===== config.mk =====
export PLATFORM = sky130hd
export DESIGN_NAME = ysyx_25030081_lsu
export DESIGN_NICKNAME = d
export VERILOG_FILES = /design/src/rtl/ysyx_25030081_lsu_pkg.sv /design/src/rtl/ysyx_25030081_lsu_align.sv /design/src/rtl/ysyx_25030081_lsu.sv
export SDC_FILE = /design/constraint.sdc
export NUM_CORES = 1
export LEC_CHECK = 0
export BUFFER_PORTS_ARGS = -buffer_cell sky130_fd_sc_hd__buf_4
export CAP_MARGIN = 20
export CORE_MARGIN = 10
export CORE_UTILIZATION = 40
export DETAILED_ROUTE_END_ITERATION = 6
export PLACE_DENSITY = 0.67
export SLEW_MARGIN = 0
export SYNTH_ARGS = -nofsm -noshare
export SYNTH_HDL_FRONTEND = slang
export SYNTH_SLANG_ARGS = --single-unit

===== constraint.sdc =====
create_clock -name clock -period 4.4 [get_ports clock]
set_clock_uncertainty 0.15 [all_clocks]
set_input_delay 0.88 -clock clock [delete_from_list [all_inputs] [get_ports clock]]
set_output_delay 0.88 -clock clock [all_outputs]
set_load 0.05 [all_outputs]

===== src/rtl/ysyx_25030081_lsu_pkg.sv =====
// Shared LSU definitions: decoder mem_op encodings, LSU state encodings and
// the default response watchdog limit.
package ysyx_25030081_lsu_pkg;

  localparam logic [2:0] MEM_OP_B  = 3'b000;
  localparam logic [2:0] MEM_OP_H  = 3'b001;
  localparam logic [2:0] MEM_OP_W  = 3'b010;
  localparam logic [2:0] MEM_OP_BU = 3'b100;
  localparam logic [2:0] MEM_OP_HU = 3'b101;

  localparam int MEM_OP_UNSIGNED_BIT = 2;
  localparam int MEM_OP_WORD_BIT     = 1;
  localparam int MEM_OP_HALF_BIT     = 0;

  localparam int unsigned LSU_RSP_TIMEOUT_DEFAULT = 32'd255;

  typedef enum logic [1:0] {
    LSU_IDLE = 2'b00,
    LSU_REQ  = 2'b01,
    LSU_RSP  = 2'b10,
    LSU_DONE = 2'b11
  } lsu_state_e;

endpackage


===== src/rtl/ysyx_25030081_lsu_align.sv =====
// Combinational lane logic: store data replication / byte strobes, and load
// lane extraction with sign or zero extension.
module ysyx_25030081_lsu_align
  import ysyx_25030081_lsu_pkg::*;
(
  input  logic [2:0]  st_op,
  input  logic [1:0]  st_addr_lo,
  input  logic [31:0] st_data,
  output logic [31:0] st_wdata,
  output logic [3:0]  st_wmask,
  input  logic [2:0]  ld_op,
  input  logic [1:0]  ld_addr_lo,
  input  logic [31:0] ld_rdata,
  output logic [31:0] ld_data
);

  logic [7:0]  ld_byte_s;
  logic [15:0] ld_half_s;

  // Half accesses use only a[1], so a half at offset 3 lands on bytes 2-3.
  assign ld_byte_s = ld_rdata[{ld_addr_lo, 3'b000} +: 8];
  assign ld_half_s = ld_rdata[{ld_addr_lo[1], 4'b0000} +: 16];

  // Store lane replication and strobe generation
  always_comb begin
    st_wdata = 32'h0000_0000;
    st_wmask = 4'b0000;
    if (st_op[MEM_OP_WORD_BIT]) begin
      st_wdata = st_data;
      st_wmask = 4'b1111;
    end else if (st_op[MEM_OP_HALF_BIT]) begin
      st_wdata = {2{st_data[15:0]}};
      st_wmask = 4'b0011 << {st_addr_lo[1], 1'b0};
    end else begin
      st_wdata = {4{st_data[7:0]}};
      st_wmask = 4'b0001 << st_addr_lo;
    end
  end

  // Load lane extraction and extension
  always_comb begin
    ld_data = 32'h0000_0000;
    if (ld_op[MEM_OP_WORD_BIT]) begin
      ld_data = ld_rdata;
    end else if (ld_op[MEM_OP_HALF_BIT]) begin
      if (ld_op[MEM_OP_UNSIGNED_BIT]) begin
        ld_data = {16'h0000, ld_half_s};
      end else begin
        ld_data = {{16{ld_half_s[15]}}, ld_half_s};
      end
    end else begin
      if (ld_op[MEM_OP_UNSIGNED_BIT]) begin
        ld_data = {24'h00_0000, ld_byte_s};
      end else begin
        ld_data = {{24{ld_byte_s[7]}}, ld_byte_s};
      end
    end
  end

endmodule


===== src/rtl/ysyx_25030081_lsu.sv =====
// Load/store unit: one outstanding EXU request turned into a word-aligned bus
// transaction. Define YSYX_25030081_LSU_MISALIGN_CHECK_EN to reject misaligned accesses.
module ysyx_25030081_lsu
  import ysyx_25030081_lsu_pkg::*;
#(
  parameter int unsigned RSP_TIMEOUT = LSU_RSP_TIMEOUT_DEFAULT
) (
  input  logic        clock,
  input  logic        reset,
  input  logic        in_valid,
  output logic        in_ready,
  input  logic        in_ren,
  input  logic        in_wen,
  input  logic [2:0]  in_op,
  input  logic [31:0] in_addr,
  input  logic [31:0] in_wdata,
  output logic        out_valid,
  input  logic        out_ready,
  output logic [31:0] out_rdata,
  output logic        out_err,
  output logic        mem_req_valid,
  input  logic        mem_req_ready,
  output logic        mem_req_wen,
  output logic [31:0] mem_req_addr,
  output logic [31:0] mem_req_wdata,
  output logic [3:0]  mem_req_wmask,
  input  logic        mem_rsp_valid,
  input  logic [31:0] mem_rsp_rdata,
  input  logic        mem_rsp_err
);

  lsu_state_e  state_r, state_nxt_s;
  logic [1:0]  addr_lo_r;
  logic [2:0]  op_r;
  logic        wen_r;
  logic [31:0] tmo_cnt_r;
  logic        timeout_hit_s;
  logic        misalign_s;
  logic [31:0] st_wdata_s;
  logic [3:0]  st_wmask_s;
  logic [31:0] ld_data_s;

  ysyx_25030081_lsu_align u_align (
    .st_op      (in_op),
    .st_addr_lo (in_addr[1:0]),
    .st_data    (in_wdata),
    .st_wdata   (st_wdata_s),
    .st_wmask   (st_wmask_s),
    .ld_op      (op_r),
    .ld_addr_lo (addr_lo_r),
    .ld_rdata   (mem_rsp_rdata),
    .ld_data    (ld_data_s)
  );

`ifdef YSYX_25030081_LSU_MISALIGN_CHECK_EN
  assign misalign_s = (in_ren | in_wen) &
                      (in_op[MEM_OP_WORD_BIT] ? (in_addr[1:0] != 2'b00)
                                              : (in_op[MEM_OP_HALF_BIT] & in_addr[0]));
`else
  assign misalign_s = 1'b0;
`endif

  assign timeout_hit_s = (RSP_TIMEOUT != 32'd0) && (tmo_cnt_r == RSP_TIMEOUT - 32'd1);
  assign in_ready      = (state_r == LSU_IDLE);

  // State register
  always_ff @(posedge clock or posedge reset) begin
    if (reset) begin
      state_r <= LSU_IDLE;
    end else begin
      state_r <= state_nxt_s;
    end
  end

  // Next-state logic
  always_comb begin
    state_nxt_s = state_r;
    case (state_r)
      LSU_IDLE: begin
        if (in_valid) begin
          if (misalign_s || !(in_ren || in_wen)) begin
            state_nxt_s = LSU_DONE;
          end else begin
            state_nxt_s = LSU_REQ;
          end
        end else begin
          state_nxt_s = LSU_IDLE;
        end
      end
      LSU_REQ: begin
        if (mem_req_ready) begin
          state_nxt_s = LSU_RSP;
        end else begin
          state_nxt_s = LSU_REQ;
        end
      end
      LSU_RSP: begin
        if (mem_rsp_valid || timeout_hit_s) begin
          state_nxt_s = LSU_DONE;
        end else begin
          state_nxt_s = LSU_RSP;
        end
      end
      LSU_DONE: begin
        if (out_ready) begin
          state_nxt_s = LSU_IDLE;
        end else begin
          state_nxt_s = LSU_DONE;
        end
      end
      default: state_nxt_s = LSU_IDLE;
    endcase
  end

  // Request latches, bus fields, watchdog and result registers
  always_ff @(posedge clock or posedge reset) begin
    if (reset) begin
      addr_lo_r     <= 2'b00;
      op_r          <= 3'b000;
      wen_r         <= 1'b0;
      tmo_cnt_r     <= 32'd0;
      mem_req_valid <= 1'b0;
      mem_req_wen   <= 1'b0;
      mem_req_addr  <= 32'h0000_0000;
      mem_req_wdata <= 32'h0000_0000;
      mem_req_wmask <= 4'b0000;
      out_valid     <= 1'b0;
      out_rdata     <= 32'h0000_0000;
      out_err       <= 1'b0;
    end else begin
      mem_req_valid <= (state_nxt_s == LSU_REQ);
      out_valid     <= (state_nxt_s == LSU_DONE);
      case (state_r)
        LSU_IDLE: begin
          if (in_valid) begin
            addr_lo_r     <= in_addr[1:0];
            op_r          <= in_op;
            wen_r         <= in_wen;
            mem_req_wen   <= in_wen;
            mem_req_addr  <= {in_addr[31:2], 2'b00};
            mem_req_wdata <= in_wen ? st_wdata_s : 32'h0000_0000;
            mem_req_wmask <= in_wen ? st_wmask_s : 4'b0000;
            out_rdata     <= 32'h0000_0000;
            out_err       <= misalign_s;
          end
        end
        LSU_REQ: begin
          if (mem_req_ready) begin
            tmo_cnt_r <= 32'd0;
          end
        end
        LSU_RSP: begin
          if (mem_rsp_valid) begin
            out_rdata <= wen_r ? 32'h0000_0000 : ld_data_s;
            out_err   <= mem_rsp_err;
          end else if (timeout_hit_s) begin
            out_rdata <= 32'h0000_0000;
            out_err   <= 1'b1;
          end else begin
            tmo_cnt_r <= tmo_cnt_r + 32'd1;
          end
        end
        LSU_DONE: begin
          tmo_cnt_r <= 32'd0;
        end
        default: begin
          tmo_cnt_r <= 32'd0;
        end
      endcase
    end
  end

endmodule


==> flow_metrics.py <==
metrics = {
    "layout": {
        "seqCellArea_sq_um": 3530,
        "fin_util_pct": 54.3,
        "area_delta_synth_final_pct": 33.9,
        "multi_input_comb_area_sq_um": 3190,
        "drive_gt1_share_pct": 28.0,
        "layout.nets": 1049,
        "antenna_cells": 0,
        "nFillCells": 1608,
    },
    "synthesis": {
        "synth-edff-count": 0,
        "synth_compound_gate_area_share_pct": 17.5,
        "yosysTopAreaCell": "dfrtp_1",
        "synth_top_family_by_area": "simple AND/OR/NAND/NOR gates",
        "synth_fa_ha_area_share_pct": 0.360,
        "ys_seq_area_share_pct": 50.7,
        "synthSimpleGateAreaFrac_pct": 22.1,
        "yosysUniqueCellTypes": 58,
        "synth_area_sq_um": 6960,
        "synthMuxAreaShare_pct": 5.20,
        "synthTopCellsByArea": "dfrtp_1, nand2_1, mux2i_1",
        "async_flop_share_pct": 100,
        "yosysWarnings": 0,
        "synth_xor_area_share_pct": 0.126,
        "synth_cells": 751,
        "yosys_register_bits": 141,
        "syn_avg_cell_area_sq_um": 9.27,
        "dominantRegCellSynth": "dfrtp_1",
        "yosysTopAreaCellShare_pct": 50.7,
    },
    "global_routing": {
        "antenna_found_initial": 0,
        "grt_overflow_total": 0,
        "track_usage_pct": 18.7,
        "grt_start_max_net_pins": 73,
        "grt_pass1_wl_um": 35900,
        "grt_pass1_vias": 6533,
    },
    "drt": {
        "finalWirelength_um": 21900,
        "detail_route.wl_per_cell_um": 18.6,
        "vias": 6334,
        "dr.pass1.iters": 5,
        "via_per_inst": 5.39,
        "drc": 0,
        "postRouteAntennaNets": 0,
        "drt_iter0_markers": 406,
    },
    "flow_run": {
        "cap_violations": 0,
    },
    "timing": {
        "fin_crit_sh_pct": 67.2,
        "setup_viol": 0,
        "drv_slew": 0,
        "timing.final.hold_violations": 0,
        "period_minus_slack_ps": 2960,
        "worst_pin_slew_ps": 926,
        "maxClockFrequency_mhz": 338,
        "fin_tns_setup_ps": 0,
        "rsz0062_at_grt": "false",
        "slew_headroom_pct": 37.8,
    },
    "placement": {
        "gp_congestion": 0.840,
        "hpwl_um": 15900,
        "port_buffers": 210,
    },
    "die": {
        "start_util_pct": 40.5,
        "fp.dieW_um": 152,
        "num_rows": 48,
        "design.core.area_sq_um": 17200,
        "ios": 213,
        "dieHeight_um": 152,
        "die_area_sq_um": 23100,
    },
    "hold_path": {
        "holdCritPathClass": "reg -> reg",
    },
    "clock_tree": {
        "post_cts_buffers": 0,
        "ctsRootBufferMaster": "clkbuf_16",
        "cts_buffers": 17,
        "cts_tree": "built",
        "cts.path.max_buffers": 2,
        "cts_sinks": 141,
        "insertion_delay_ps": 420,
        "htree_levels": 4,
        "clk_pin_slew_ps": 60,
        "cts_hold_buf": 0,
        "postCtsResizedCells": 0,
    },
    "power_and_ir_drop": {
        "cellLeakagePower_uw": 0.00454,
        "design_power_total_uw": 6910,
        "power_density_nw_per_um2": 741,
        "irDropWorstVdd_uv": 482,
    },
    "critical_path": {
        "cp_slowest_cell": "nand2b_1",
        "cp_max_fo": 16,
        "crit_chain": "nand2b_1 > nor3b_2 > o41a_1 > nand2_1 > o2bb2ai_1",
        "crit_arrival_ps": 3140,
        "end_kind": "flop",
        "required_ps": 4580,
        "crit_type": "reg -> reg",
        "worstSetupStartpointType": "flop",
        "max_stage_delay_ps": 530,
    },
    "run_status": {
        "status": "completed",
    },
}
-- path summary, 6_finish.rpt --
check	cells past startpoint	endpoint	start	slack, ps
worst max-delay path	5	out_rdata[17]	state_r[0]	1440
min in group asynchronous	2	state_r[1]	reset	450
worst min-delay path	2	mem_req_wdata[12]	mem_req_wdata[12]	330
max in group asynchronous	3	out_rdata[22]	reset	2720
worst max register to register	5	out_rdata[17]	state_r[0]	1440
worst min register to register	2	mem_req_wdata[12]	mem_req_wdata[12]	330
-- power by group --
part           internal, uW  switching, uW
logic                  1040           2360
clock network           892            572
registers              1710            331
total                  3640           3260
-- kinds of logic after synthesis --
group / Yosys count
multiplexers: 36
AND/OR/NAND/NOR: 325
XOR/XNOR: 1
AO/OA/AOI/OAI: 181
other: 1
buffers and inverters: 64
adder cells (fa/ha/maj): 2
flip-flops: 141
-- sequential cells by signal, summed over array words and instances, names as in the netlist --
register / cells
mem_req_wdata: 32
out_err: 1
mem_req_addr: 30
out_rdata: 32
out_valid: 1
wen_r: 1
state_r: 2
mem_req_valid: 1
tmo_cnt_r: 32
mem_req_wmask: 4
addr_lo_r: 2
op_r: 3
-- per-stage QoR --
step | std cells | worst slack [ps] | instance area [sq um] | hold WS [ps]
final | 1176 | 1440 | 9320 | 325
after global routing | 1176 | 1130 | 9320 | 345
after CTS | 1176 | 1410 | 9320 | 330
after detailed placement | 1145 | 1290 | 8730 | 311
after global placement | 1145 | 1380 | 8730 | 303
after floorplan | 752 | 1610 | 6970 | 308
-- cell type report --
cell class | count | area share, %
Multi-Input combinational cell | 547 | 34.2
Clock inverter | 13 | 1.77
Inverter | 11 | 0.483
Clock buffer | 18 | 4.60
Timing Repair Buffer | 221 | 18.1
Tap cell | 225 | 3.02
Sequential cell | 141 | 37.9
-- layout by cell type (no fill, tap or decap), drive strengths merged, types with 12 or more instances in the layout --
master / count
dfrtp: 141
nor2: 48
o31ai: 20
o21ai: 42
inv: 13
mux2i: 35
nand2: 161
a21oi: 35
nand2b: 12
o2bb2ai: 23
clkbuf: 18
a22o: 18
nand4: 12
buf: 221
nand3: 22
a31oi: 14
nor2b: 27
-- critical path, delay by kind of cell (launching register included) --
family | cells | cell delay, ps
AOI/OAI and AO/OA | 2 | 740
DFF | 1 | 510
and+or+nand+nor | 3 | 1450
-- layer usage --
layer	track usage, %	wire length, um	up-vias
met5	0	0	-
li1	-	-	3048
met4	4.40	233	0
met1	23.8	9630	3047
met2	28.1	9880	221
met3	8.86	2190	18
-- cell usage after synthesis, types with 6 or more instances --
cell type    n
nand2_1    161
clkbuf_1    33
dfrtp_1    141
nor4_1       8
inv_1       11
nand3_1     22
nor3_1       8
nand2b_1    12
or4_1        6
nor2_1      48
mux2i_1     35
o21ai_0     42
o22ai_1      8
a22o_1      18
o31ai_1     20
nand4_1     10
o2bb2ai_1   23
buf_2       10
nor2b_1     27
a31oi_1     14
a21oi_1     35
Power figures use the tool's default switching activity.
